===== src/rtl/sum_pair_driver_if.sv =====
// sum_pair_driver_if: valid/ready push channel carrying one a/b operand pair per transfer.
interface sum_pair_driver_if;
  logic       in_valid;
  logic       in_ready;
  logic [7:0] in_a;
  logic [7:0] in_b;
  modport master (output in_valid, in_a, in_b, input in_ready);
  modport slave (input in_valid, in_a, in_b, output in_ready);
endinterface


===== src/rtl/sum_pair_driver.sv =====
// sum_pair_driver: buffers operand pairs, drives them into the dual-sum datapath and checks z0/z1.
module sum_pair_driver #(
  parameter int DEPTH = 4,
  parameter int CNT_W = 8
) (
  input  logic               clk,
  input  logic               reset_,
  sum_pair_driver_if.slave   push_if,
  input  logic               clr,
  output logic [7:0]         a,
  output logic [7:0]         b,
  output logic [2:0]         c,
  output logic [5:0]         d,
  input  logic [7:0]         z0,
  input  logic [7:0]         z1,
  output logic               busy,
  output logic               err,
  output logic [CNT_W-1:0]   pass_cnt,
  output logic [CNT_W-1:0]   fail_cnt,
  output logic [7:0]         last_fail_a,
  output logic [7:0]         last_fail_b
);
  localparam int AW = $clog2(DEPTH);
  localparam logic [AW:0] PTR_ONE = 1;
  localparam logic [CNT_W-1:0] CNT_ONE = 1;
  localparam logic [CNT_W-1:0] CNT_MAX = '1;
  typedef enum logic [1:0] {IDLE, ISSUE, CHECK} state_t;
  state_t      state, state_nxt;
  logic [15:0] mem [DEPTH];
  logic [AW:0] wr_ptr, rd_ptr;
  logic        full, empty, push, pop, match;
  logic [8:0]  sum;
  // The extra pointer bit separates full (MSBs differ) from empty (pointers equal).
  assign empty = wr_ptr == rd_ptr;
  assign full = (wr_ptr[AW] != rd_ptr[AW]) && (wr_ptr[AW-1:0] == rd_ptr[AW-1:0]);
  assign push_if.in_ready = !full;
  assign push = push_if.in_valid && !full;
  assign pop = (state == IDLE) && !empty;
  assign busy = (state != IDLE) || !empty;
  assign sum = {1'b0, a} + {1'b0, b};
  assign match = (z0 == sum[7:0]) && (z1 == 8'(sum + 9'd1));
  always_comb begin
    state_nxt = state;
    state_nxt = (state == IDLE) ? (empty ? IDLE : ISSUE) : (state == ISSUE) ? CHECK : IDLE;
  end
  always_ff @(posedge clk or negedge reset_)
    if (!reset_) begin
      state  <= IDLE;
      wr_ptr <= '0;
      rd_ptr <= '0;
    end else begin
      state <= state_nxt;
      if (push) wr_ptr <= wr_ptr + PTR_ONE;
      if (pop) rd_ptr <= rd_ptr + PTR_ONE;
    end
  always_ff @(posedge clk)
    if (push) mem[wr_ptr[AW-1:0]] <= {push_if.in_a, push_if.in_b};
  // a/b stay held through CHECK since z1 reloads every cycle with d fixed at 0.
  always_ff @(posedge clk or negedge reset_)
    if (!reset_) begin
      a <= '0;
      b <= '0;
      c <= 3'd7;
      d <= '0;
    end else begin
      d <= '0;
      if (pop) begin
        {a, b} <= mem[rd_ptr[AW-1:0]];
        c      <= 3'd0;
      end else if (state == ISSUE) begin
        c <= 3'd7;
      end
    end
  always_ff @(posedge clk or negedge reset_)
    if (!reset_) begin
      err         <= 1'b0;
      pass_cnt    <= '0;
      fail_cnt    <= '0;
      last_fail_a <= '0;
      last_fail_b <= '0;
    end else if (clr) begin
      err         <= 1'b0;
      pass_cnt    <= '0;
      fail_cnt    <= '0;
      last_fail_a <= '0;
      last_fail_b <= '0;
    end else if (state == CHECK) begin
      if (match) begin
        if (pass_cnt != CNT_MAX) pass_cnt <= pass_cnt + CNT_ONE;
      end else begin
        if (fail_cnt != CNT_MAX) fail_cnt <= fail_cnt + CNT_ONE;
        err         <= 1'b1;
        last_fail_a <= a;
        last_fail_b <= b;
      end
    end
endmodule


===== src/flat_wrapper.sv =====
// flat-port wrapper written by rule: the top's interface ports become plain ports
module sum_pair_driver_flat 
#(
  parameter int DEPTH = 4,
  parameter int CNT_W = 8
)
  (clk, reset_, clr, a, b, c, d, z0, z1, busy, err, pass_cnt, fail_cnt, last_fail_a, last_fail_b, push_if_in_valid, push_if_in_a, push_if_in_b, push_if_in_ready);
  sum_pair_driver_if push_if_i ();
  input  logic clk;
  input  logic reset_;
  input  logic clr;
  output logic [7:0] a;
  output logic [7:0] b;
  output logic [2:0] c;
  output logic [5:0] d;
  input  logic [7:0] z0;
  input  logic [7:0] z1;
  output logic busy;
  output logic err;
  output logic [CNT_W-1:0] pass_cnt;
  output logic [CNT_W-1:0] fail_cnt;
  output logic [7:0] last_fail_a;
  output logic [7:0] last_fail_b;
  input wire logic [$bits(push_if_i.in_valid)-1:0] push_if_in_valid;
  input wire logic [$bits(push_if_i.in_a)-1:0] push_if_in_a;
  input wire logic [$bits(push_if_i.in_b)-1:0] push_if_in_b;
  output wire logic [$bits(push_if_i.in_ready)-1:0] push_if_in_ready;
  assign push_if_i.in_valid = push_if_in_valid;
  assign push_if_i.in_a = push_if_in_a;
  assign push_if_i.in_b = push_if_in_b;
  assign push_if_in_ready = push_if_i.in_ready;
  sum_pair_driver #(.DEPTH(DEPTH), .CNT_W(CNT_W)) u_core (.clk(clk), .reset_(reset_), .push_if(push_if_i), .clr(clr), .a(a), .b(b), .c(c), .d(d), .z0(z0), .z1(z1), .busy(busy), .err(err), .pass_cnt(pass_cnt), .fail_cnt(fail_cnt), .last_fail_a(last_fail_a), .last_fail_b(last_fail_b));
endmodule

===== config.mk =====
export PLATFORM = sky130hd
export DESIGN_NAME = sum_pair_driver_flat
export DESIGN_NICKNAME = d
export VERILOG_FILES = /design/src/rtl/sum_pair_driver_if.sv /design/src/rtl/sum_pair_driver.sv /design/src/flat_wrapper.sv
export SDC_FILE = /design/constraint.sdc
export NUM_CORES = 1
export LEC_CHECK = 0
export ABC_AREA = 1
export CAP_MARGIN = 25
export CORE_ASPECT_RATIO = 0.7
export CORE_UTILIZATION = 54
export DETAILED_ROUTE_END_ITERATION = 10
export PLACE_DENSITY = 0.9
export SKIP_CTS_REPAIR_TIMING = 1
export SLEW_MARGIN = 25
export SYNTH_ARGS = -nofsm -noshare
export SYNTH_HDL_FRONTEND = slang
export SYNTH_SLANG_ARGS = --single-unit

===== constraint.sdc =====
create_clock -name clk -period 4 [get_ports clk]
set_input_delay 0.6 -clock clk [delete_from_list [all_inputs] [get_ports clk]]
set_output_delay 0.6 -clock clk [all_outputs]
set_load 0.01 [all_outputs]

==> results of run 1 <==
[registers in the layout (all words and copies together) (netlist names)]
| signal | flops |
|---|---|
| u_core.wr_ptr | 3 |
| u_core.fail_cnt | 8 |
| u_core.err | 1 |
| u_core.a | 8 |
| u_core.rd_ptr | 3 |
| u_core.b | 8 |
| u_core.state | 2 |
| u_core.c | 1 |
| u_core.last_fail_b | 8 |
| u_core.mem | 64 |
| u_core.pass_cnt | 8 |
| u_core.last_fail_a | 8 |
[layout make-up]
type,instances,area [um2],share of cell area (%)
Timing Repair Buffer,95,931,12.0
Clock buffer,18,429,5.54
Sequential cell,122,3370,43.6
Tap cell,153,191,2.47
Clock inverter,13,144,1.86
Inverter,54,204,2.63
Multi-Input combinational cell,475,2470,31.9
[worst min path at each step]
stage	slack, ns	to	start	depth (start not counted)
after floorplan	0.30	u_core.a[0]	reset_	0
after global placement	0.45	u_core.state[1]	u_core.state[1]	1
after detailed placement	0.45	u_core.state[1]	u_core.state[1]	1
after CTS	0.24	u_core.wr_ptr[1]	reset_	1
after global routing	0.28	u_core.state[0]	reset_	1
final	0.22	u_core.fail_cnt[5]	reset_	1
[metal layers]
layer / routed length (um) / part of all wire, %
met3: 1560 / 9.3
met2: 8060 / 48
met4: 391 / 2.3
met1: 6680 / 40
met5: 0 / 0
[worst reg2reg max path: cells and delay by family, from the launching register on]
family / cells / cell delay (ns)
and+or+nand+nor: 10 / 1.42
adders and majority gates: 3 / 0.88
buffers and inverters: 5 / 0.72
DFF: 1 / 0.40
[cells in the mapped netlist, types with 9 or more instances]
library cell / instances / area share, %
xor2_1: 11 / 1.6
clkbuf_1: 14 / 0.85
nand4_1: 11 / 1.1
inv_1: 48 / 2.9
nand2_1: 164 / 9.9
o22ai_1: 14 / 1.4
dfrtp_1: 57 / 23
nand2_2: 9 / 0.91
nand3_1: 74 / 6.0
ha_1: 15 / 3.0
nand3_2: 20 / 3.2
o21ai_0: 35 / 2.8
edfxtp_1: 64 / 31
nor2_1: 79 / 4.8
[power breakdown]
group          leakage (nW)  internal, W  switching [W]
sequential             1.34      0.00168       0.000267
clock                 0.270     0.000918       0.000586
combinational          1.79      0.00112        0.00207
[metrics by stage]
stage          util (%)  setup WS, ns  cell area, um2
4_1_cts            69.8         0.519            7740
6_report           69.8         0.472            7750
3_5_place_dp       64.6         0.561            7170
2_1_floorplan         -          1.14            6210
5_1_grt            69.8         0.158            7750
3_3_place_gp       64.6         0.691            7170
[kinds of logic after synthesis]
family                     Yosys count  share of synthesized area [%]
buffers and inverters               85                           6.04
other                                1                         0.0605
and+or+nand+nor                    375                           28.3
DFF                                122                           54.5
xor gates and xnor gates            16                           2.26
AOI/OAI and AO/OA                   62                           5.45
adders and majority gates           16                           3.35
==> results.toml, run 1 <==
[yosys]
syn-instance-count = 677
synthFlopType = "edfxtp_1"
ys_seq_elements = 122
synth_edf_count = 64
synth_area_mm2 = 0.00619
synth_cell_type_count = 37
async_reset_ff_share_pct = 47.5
yosysSeqAreaShare_pct = 54.5
syn_avg_cell_area_um2 = 9.15
yosys_warnings = 0

[grt]
antenna_found_initial = 0
use_met1_pct = 37.6
grt.overflow.total = 0
grt_usage_pct = 29.9
busiest_layer = "met2"
grt_max_degree = 47
grt_use_met2_pct = 48.8
met3_usage_pct = 8.43
grt_pass1_wl_um = 26500
grt_pass1_vias = 5237

[critical_path]
crit_required_ns = 4.29
max_stage_delay_ns = 0.44
endpoint = "u_core.last_fail_a[4]"
path_max_fanout = 22
r2r-start = "u_core.a[0]"
r2r_slack_ns = 0.47
cp_common_cell = "inv_1"
reg2reg_to = "u_core.last_fail_a[4]"
crit_type = "reg2reg"
crit_family = "simple AND/OR/NAND/NOR gates"
cp_slowest_cell = "fa_1"
arrival_ns = 3.81
reg2regPathDepth = 18
endpoint_kind = "flop"
critPathLaunch = "u_core.a[0]"
start_kind = "flop"
crit_chain = "ha_1 > inv_1 > fa_1 > inv_1 > ha_1 > inv_1 > nor2_1 > nand3_1 > nor2_1 > nand2_1 > nand2_1 > inv_1 > nand3_2 > nor2_4 > nor2_4 > clkinv_2 > nand3_2 > nand2_1"
cp_num_buf_inv = 5
cp.depth = 18

[detailed_routing]
via_per_inst = 5.73
drc_errors = 0
drtIter0Drc = 432
wl_um = 16700
vias = 5331
ant_nets = 0
drt-pass1-iter-count = 6
wl_per_cell_um = 17.9

[run_status]
status = "completed"

[sta]
slew_headroom_pct = 32.8
min_period_over_period_pct = 88.2
finalHoldViolCount = 0
fin_tns_setup_ns = 0
period_needed_ns = 3.53
worst_slew_pin_slew_ns = 1.01
clock_skew_ns = 0.00968
rsz0062_at_grt = "no"
fmax_mhz = 283
setup_viol = 0
timing.hold.ws_ns = 0.223
slew_violations = 0

[clocking]
cts_buffers = 17
worstSkewPairLatency_ns = 0.42
cts_root_buf = "clkbuf_16"
cts_buffer_depth = 2
clkTransAtPathRegs_ns = 0.06
cts.sinks = 122
cts_tree = "done"
h-tree-depth = 4

[pwr]
p_leak_nw = 3.41
power.total_w = 0.00664
ir_worst_vdd_mv = 0.640
powerDensity_mw_per_mm2 = 857

[placement]
dp_cells = 899
dp.final_hpwl_um = 10700
place.gp.congestion = 0.896
io_buffers = 89

[cells_and_area]
drive_gt1_share_pct = 10.6
final_common_cell = "nand2_1"
n_fill_cell = 747
final_cell_mix = "nand2_1 (164), clkdlybuf4s50_1 (88), nor2_1 (78)"
syn_to_final_growth_pct = 25.1
layoutNonFillerInstCount = 930
nets = 817
insertedDiodeCount = 0

[job]
cap_viol_max_count = 0

[floorplan]
io_pins = 96
die_h_um = 91.6
core_area_mm2 = 0.0111
rows = 32
die_w_um = 130
die_area_mm2 = 0.0119
start_util_pct = 55.8

[hold_path]
hold_path.class = "in2async"
Note: power is estimated with default switching activity, not from simulation.
==> run 2: changes to the inputs <==
clock period = 3.3 ns   (was 4 ns; I/O delays follow)
==> results.toml, run 2 (synthesis results as in run 1) <==
[run_status]
status = "completed"

[sta]
period_needed_ns = 3.18
setup_viol = 0
rsz0062_at_grt = "yes"
worst_slew_pin_slew_ns = 0.958
fmax_mhz = 314
slew_headroom_pct = 36.0
clock_skew_ns = 0.00611
slew_violations = 0
timing.hold.ws_ns = 0.105
finalHoldViolCount = 0
fin_tns_setup_ns = 0
fin_ws_ns = 0.116
min_period_over_period_pct = 96.5

[cells_and_area]
syn_to_final_growth_pct = 27.9
insertedDiodeCount = 0
largest_reg_flops = 64
n_fill_cell = 753
multiInputGateArea_mm2 = 0.00252
fin_util_pct = 71.4
nets = 831
drive_gt1_share_pct = 13.4
final_cell_mix = "nand2_1 (162), clkdlybuf4s50_1 (88), nor2_1 (79)"
seqCellArea_mm2 = 0.00337
final_common_cell = "nand2_1"

[placement]
post-place-ws_ns = -0.0426
place.gp.congestion = 0.897
io_buffers = 89
dp.final_hpwl_um = 10700

[pwr]
switching_power_w = 0.00368
clockPowerShare_pct = 21.6
internal_power_w = 0.00458
powerDensity_mw_per_mm2 = 1040
ir_worst_vdd_mv = 0.566
seqPwrFrac_pct = 28.5
switching_share_pct = 44.5
p_leak_nw = 3.49
pwr-share-comb_pct = 49.9
power.total_w = 0.00826

[critical_path]
arrival_ns = 3.48
start_kind = "flop"
endpoint_kind = "flop"
crit_required_ns = 3.60
path_max_fanout = 12
crit_type = "reg2reg"
r2r_slack_ns = 0.12

[clocking]
h-tree-depth = 4
cts.sinks = 122
worstSkewPairLatency_ns = 0.41
cts_root_buf = "clkbuf_16"
clkTransAtPathRegs_ns = 0.06
cts_tree = "done"
cts_buffer_depth = 2
cts_buffers = 17

[detailed_routing]
wl_per_cell_um = 17.8
drc_errors = 0
vias = 5405
ant_nets = 0
drt-pass1-iter-count = 5
wl_um = 16800
drtIter0Drc = 520
via_per_inst = 5.72

[grt]
grt.overflow.total = 0
grt_usage_pct = 29.0
antenna_found_initial = 0
grt_pass1_wl_um = 25700
grt_max_degree = 51
grt_pass1_vias = 5210

[floorplan]
io_pins = 96
start_util_pct = 55.8
die_h_um = 91.6
die_area_mm2 = 0.0119
die_w_um = 130
core_area_mm2 = 0.0111
rows = 32

[job]
cap_viol_max_count = 0

[hold_path]
hold_path.class = "in2async"
-- run 2: worst max-delay path, stage by stage, from the launching register on --
cell and delay (ns):
dfrtp_1 0.37, ha_2 0.22, inv_2 0.04, fa_1 0.49, inv_2 0.10, buf_4 0.10
nand2_1 0.09, nor2_4 0.14, nand3_4 0.11, nor2_4 0.12, nand3_2 0.09, nand2_1 0.10
nand3_1 0.11, nand3_2 0.12, nor2_4 0.08, nor2_4 0.38, clkinv_4 0.22, nand3_1 0.13
nand2_1 0.07
-- run 2: power by group through the flow --
stage / registers (W) / clock network (W) / logic [W]
after floorplan: 0.00232 / 0 / 0.00261
after global placement: 0.00233 / 0 / 0.00361
after detailed placement: 0.00235 / 0 / 0.00379
after CTS: 0.00234 / 0.00179 / 0.00386
after global routing: 0.00238 / 0.00185 / 0.00453
final: 0.00236 / 0.00178 / 0.00412
-- run 2: final cells by class --
type | instances | share of cell area [%]
clock inverters | 15 | 1.80
clock buffers | 17 | 5.37
repair inverters | 1 | 0.111
well taps | 153 | 2.42
multi-input cells | 476 | 31.8
repair buffers | 107 | 13.2
flip-flops and latches | 122 | 42.6
inverters | 54 | 2.62
-- run 2: worst paths after layout --
| path | from | end | cells after the start |
|---|---|---|---|
| max reg2reg | u_core.b[0] | u_core.last_fail_a[2] | 18 |
| max in group asynchronous | reset_ | u_core.last_fail_b[2] | 2 |
| min reg2reg | u_core.state[1] | u_core.state[1] | 1 |
| min in group clk | u_core.state[1] | u_core.state[1] | 1 |
| min | reset_ | u_core.fail_cnt[5] | 1 |
| max | u_core.b[0] | u_core.last_fail_a[2] | 18 |
-- run 2: metrics by stage --
stage	area [um2]	std cells
final	7920	945
after global routing	7920	945
after detailed placement	7220	905
after floorplan	6210	682
after global placement	7210	905
after CTS	7790	937
-- run 2: per-layer routing --
layer	global-route usage, %	vias up	share of wire, %
met5	0	-	0
met4	13.0	0	3.1
met3	6.42	51	8.3
met2	47.2	309	47
met1	37.0	2581	42
li1	-	2464	-
==> run 3: changes to the inputs <==
CORE_UTILIZATION = 50   (was 54)
PLACE_DENSITY = 0.85   (was 0.9)
==> results.toml, run 3 (synthesis results as in run 1) <==
[critical_path]
arrival_ns = 3.40
reg2reg_to = "u_core.last_fail_a[5]"
start_kind = "flop"
reg2regPathDepth = 19
critPathLaunch = "u_core.b[0]"
endpoint_kind = "flop"
crit_required_ns = 3.60
r2r-start = "u_core.b[0]"
endpoint = "u_core.last_fail_a[5]"
crit_type = "reg2reg"
r2r_slack_ns = 0.20
path_max_fanout = 16

[pwr]
switching_power_w = 0.00361
powerDensity_mw_per_mm2 = 1050
p_leak_nw = 3.51
seqPwrFrac_pct = 28.2
internal_power_w = 0.00473
ir_worst_vdd_mv = 0.558
pwr-share-comb_pct = 48.6
switching_share_pct = 43.3
clockPowerShare_pct = 23.2

[placement]
io_buffers = 89
dp.final_hpwl_um = 10800
place.gp.congestion = 0.876
post-place-ws_ns = -0.0834

[detailed_routing]
drc_errors = 0
ant_nets = 0
wl_per_cell_um = 17.4
via_per_inst = 5.62
drt-pass1-iter-count = 6
drtIter0Drc = 449
vias = 5338
wl_um = 16500

[grt]
antenna_found_initial = 0
grt.overflow.total = 0
grt_usage_pct = 26.6
grt_pass1_wl_um = 25600
grt_max_degree = 36
grt_pass1_vias = 5209

[clocking]
cts.sinks = 122
cts_root_buf = "clkbuf_16"
cts_buffer_depth = 2
clkTransAtPathRegs_ns = 0.06
worstSkewPairLatency_ns = 0.42
cts_tree = "done"
h-tree-depth = 4
cts_buffers = 17

[cells_and_area]
drive_gt1_share_pct = 13.1
n_fill_cell = 828
multiInputGateArea_mm2 = 0.00252
seqCellArea_mm2 = 0.00337
final_cell_mix = "nand2_1 (164), clkdlybuf4s50_1 (88), nor2_1 (79)"
largest_reg_flops = 64
syn_to_final_growth_pct = 28.7
final_common_cell = "nand2_1"
insertedDiodeCount = 0
nets = 831

[floorplan]
io_pins = 96
die_area_mm2 = 0.0128
die_w_um = 135
start_util_pct = 52.1
die_h_um = 95.1
rows = 33
core_area_mm2 = 0.0119

[sta]
fin_ws_ns = 0.203
min_period_over_period_pct = 93.9
clock_skew_ns = 0.0114
worst_slew_pin_slew_ns = 0.980
timing.hold.ws_ns = 0.160
slew_headroom_pct = 34.6
finalHoldViolCount = 0
setup_viol = 0
slew_violations = 0
fmax_mhz = 323
period_needed_ns = 3.10

[hold_path]
hold_path.class = "in2async"

[job]
cap_viol_max_count = 0

[run_status]
status = "completed"
-- run 3: how the worst min path moves through the flow --
stage | startpoint | to | slack, ns | cells after the start
global route | reset_ | u_core.pass_cnt[3] | 0.23 | 1
floorplan | reset_ | u_core.a[0] | 0.20 | 0
CTS | reset_ | u_core.b[0] | 0.18 | 1
detailed placement | u_core.state[1] | u_core.state[1] | 0.47 | 1
finish | reset_ | u_core.pass_cnt[3] | 0.16 | 1
global placement | u_core.state[1] | u_core.state[1] | 0.45 | 1
-- run 3: critical path, cell delays in order, from the launching register on --
cell and delay [ns]:
dfrtp_1 0.39, ha_4 0.15, inv_1 0.05, fa_1 0.45, inv_1 0.14, nand2_2 0.07, nand2_1 0.11, nand3_1 0.09
nand2_1 0.18, nand3_2 0.15, nand2_1 0.10, nand3_1 0.10, nand2_1 0.09, clkinv_1 0.07, nand3_2 0.09, nor2_4 0.06
nor2_4 0.26, clkinv_4 0.23, nand3_2 0.12, nand2_1 0.07
-- run 3: per-stage QoR --
stage	area (um2)	setup TNS (ns)	cells	power (W)	utilization [%]
floorplan	6210	0	682	0.00493	-
global route	7970	-0.0620	949	0.00892	67.1
global placement	7230	0	911	0.00594	60.8
finish	7970	0	949	0.00834	67.1
CTS	7850	-2.49	943	0.00813	66.0
detailed placement	7230	-0.706	911	0.00615	60.8
-- run 3: power groups by stage --
stage	registers (W)	logic, W	clock network, W
2_1_floorplan	0.00232	0.00261	0
3_3_place_gp	0.00234	0.00360	0
3_5_place_dp	0.00236	0.00379	0
4_1_cts	0.00234	0.00385	0.00194
5_1_grt	0.00239	0.00452	0.00201
6_report	0.00236	0.00405	0.00193
-- run 3: final cells by class --
cell class	instances	share of cell area [%]
clock inverter	15	2.40
timing repair buffer	108	13.2
sequential	122	42.3
clock buffer	17	5.34
inverter	54	2.64
multi-input combinational	476	31.6
tap	157	2.46
-- run 3: per-layer routing --
layer / vias to the layer above / wire length, um / track usage, %
met5: - / 0 / 0
li1: 2472 / - / -
met1: 2556 / 6720 / 34.7
met3: 35 / 1550 / 6.59
met2: 275 / 7840 / 43.0
met4: 0 / 405 / 10.5
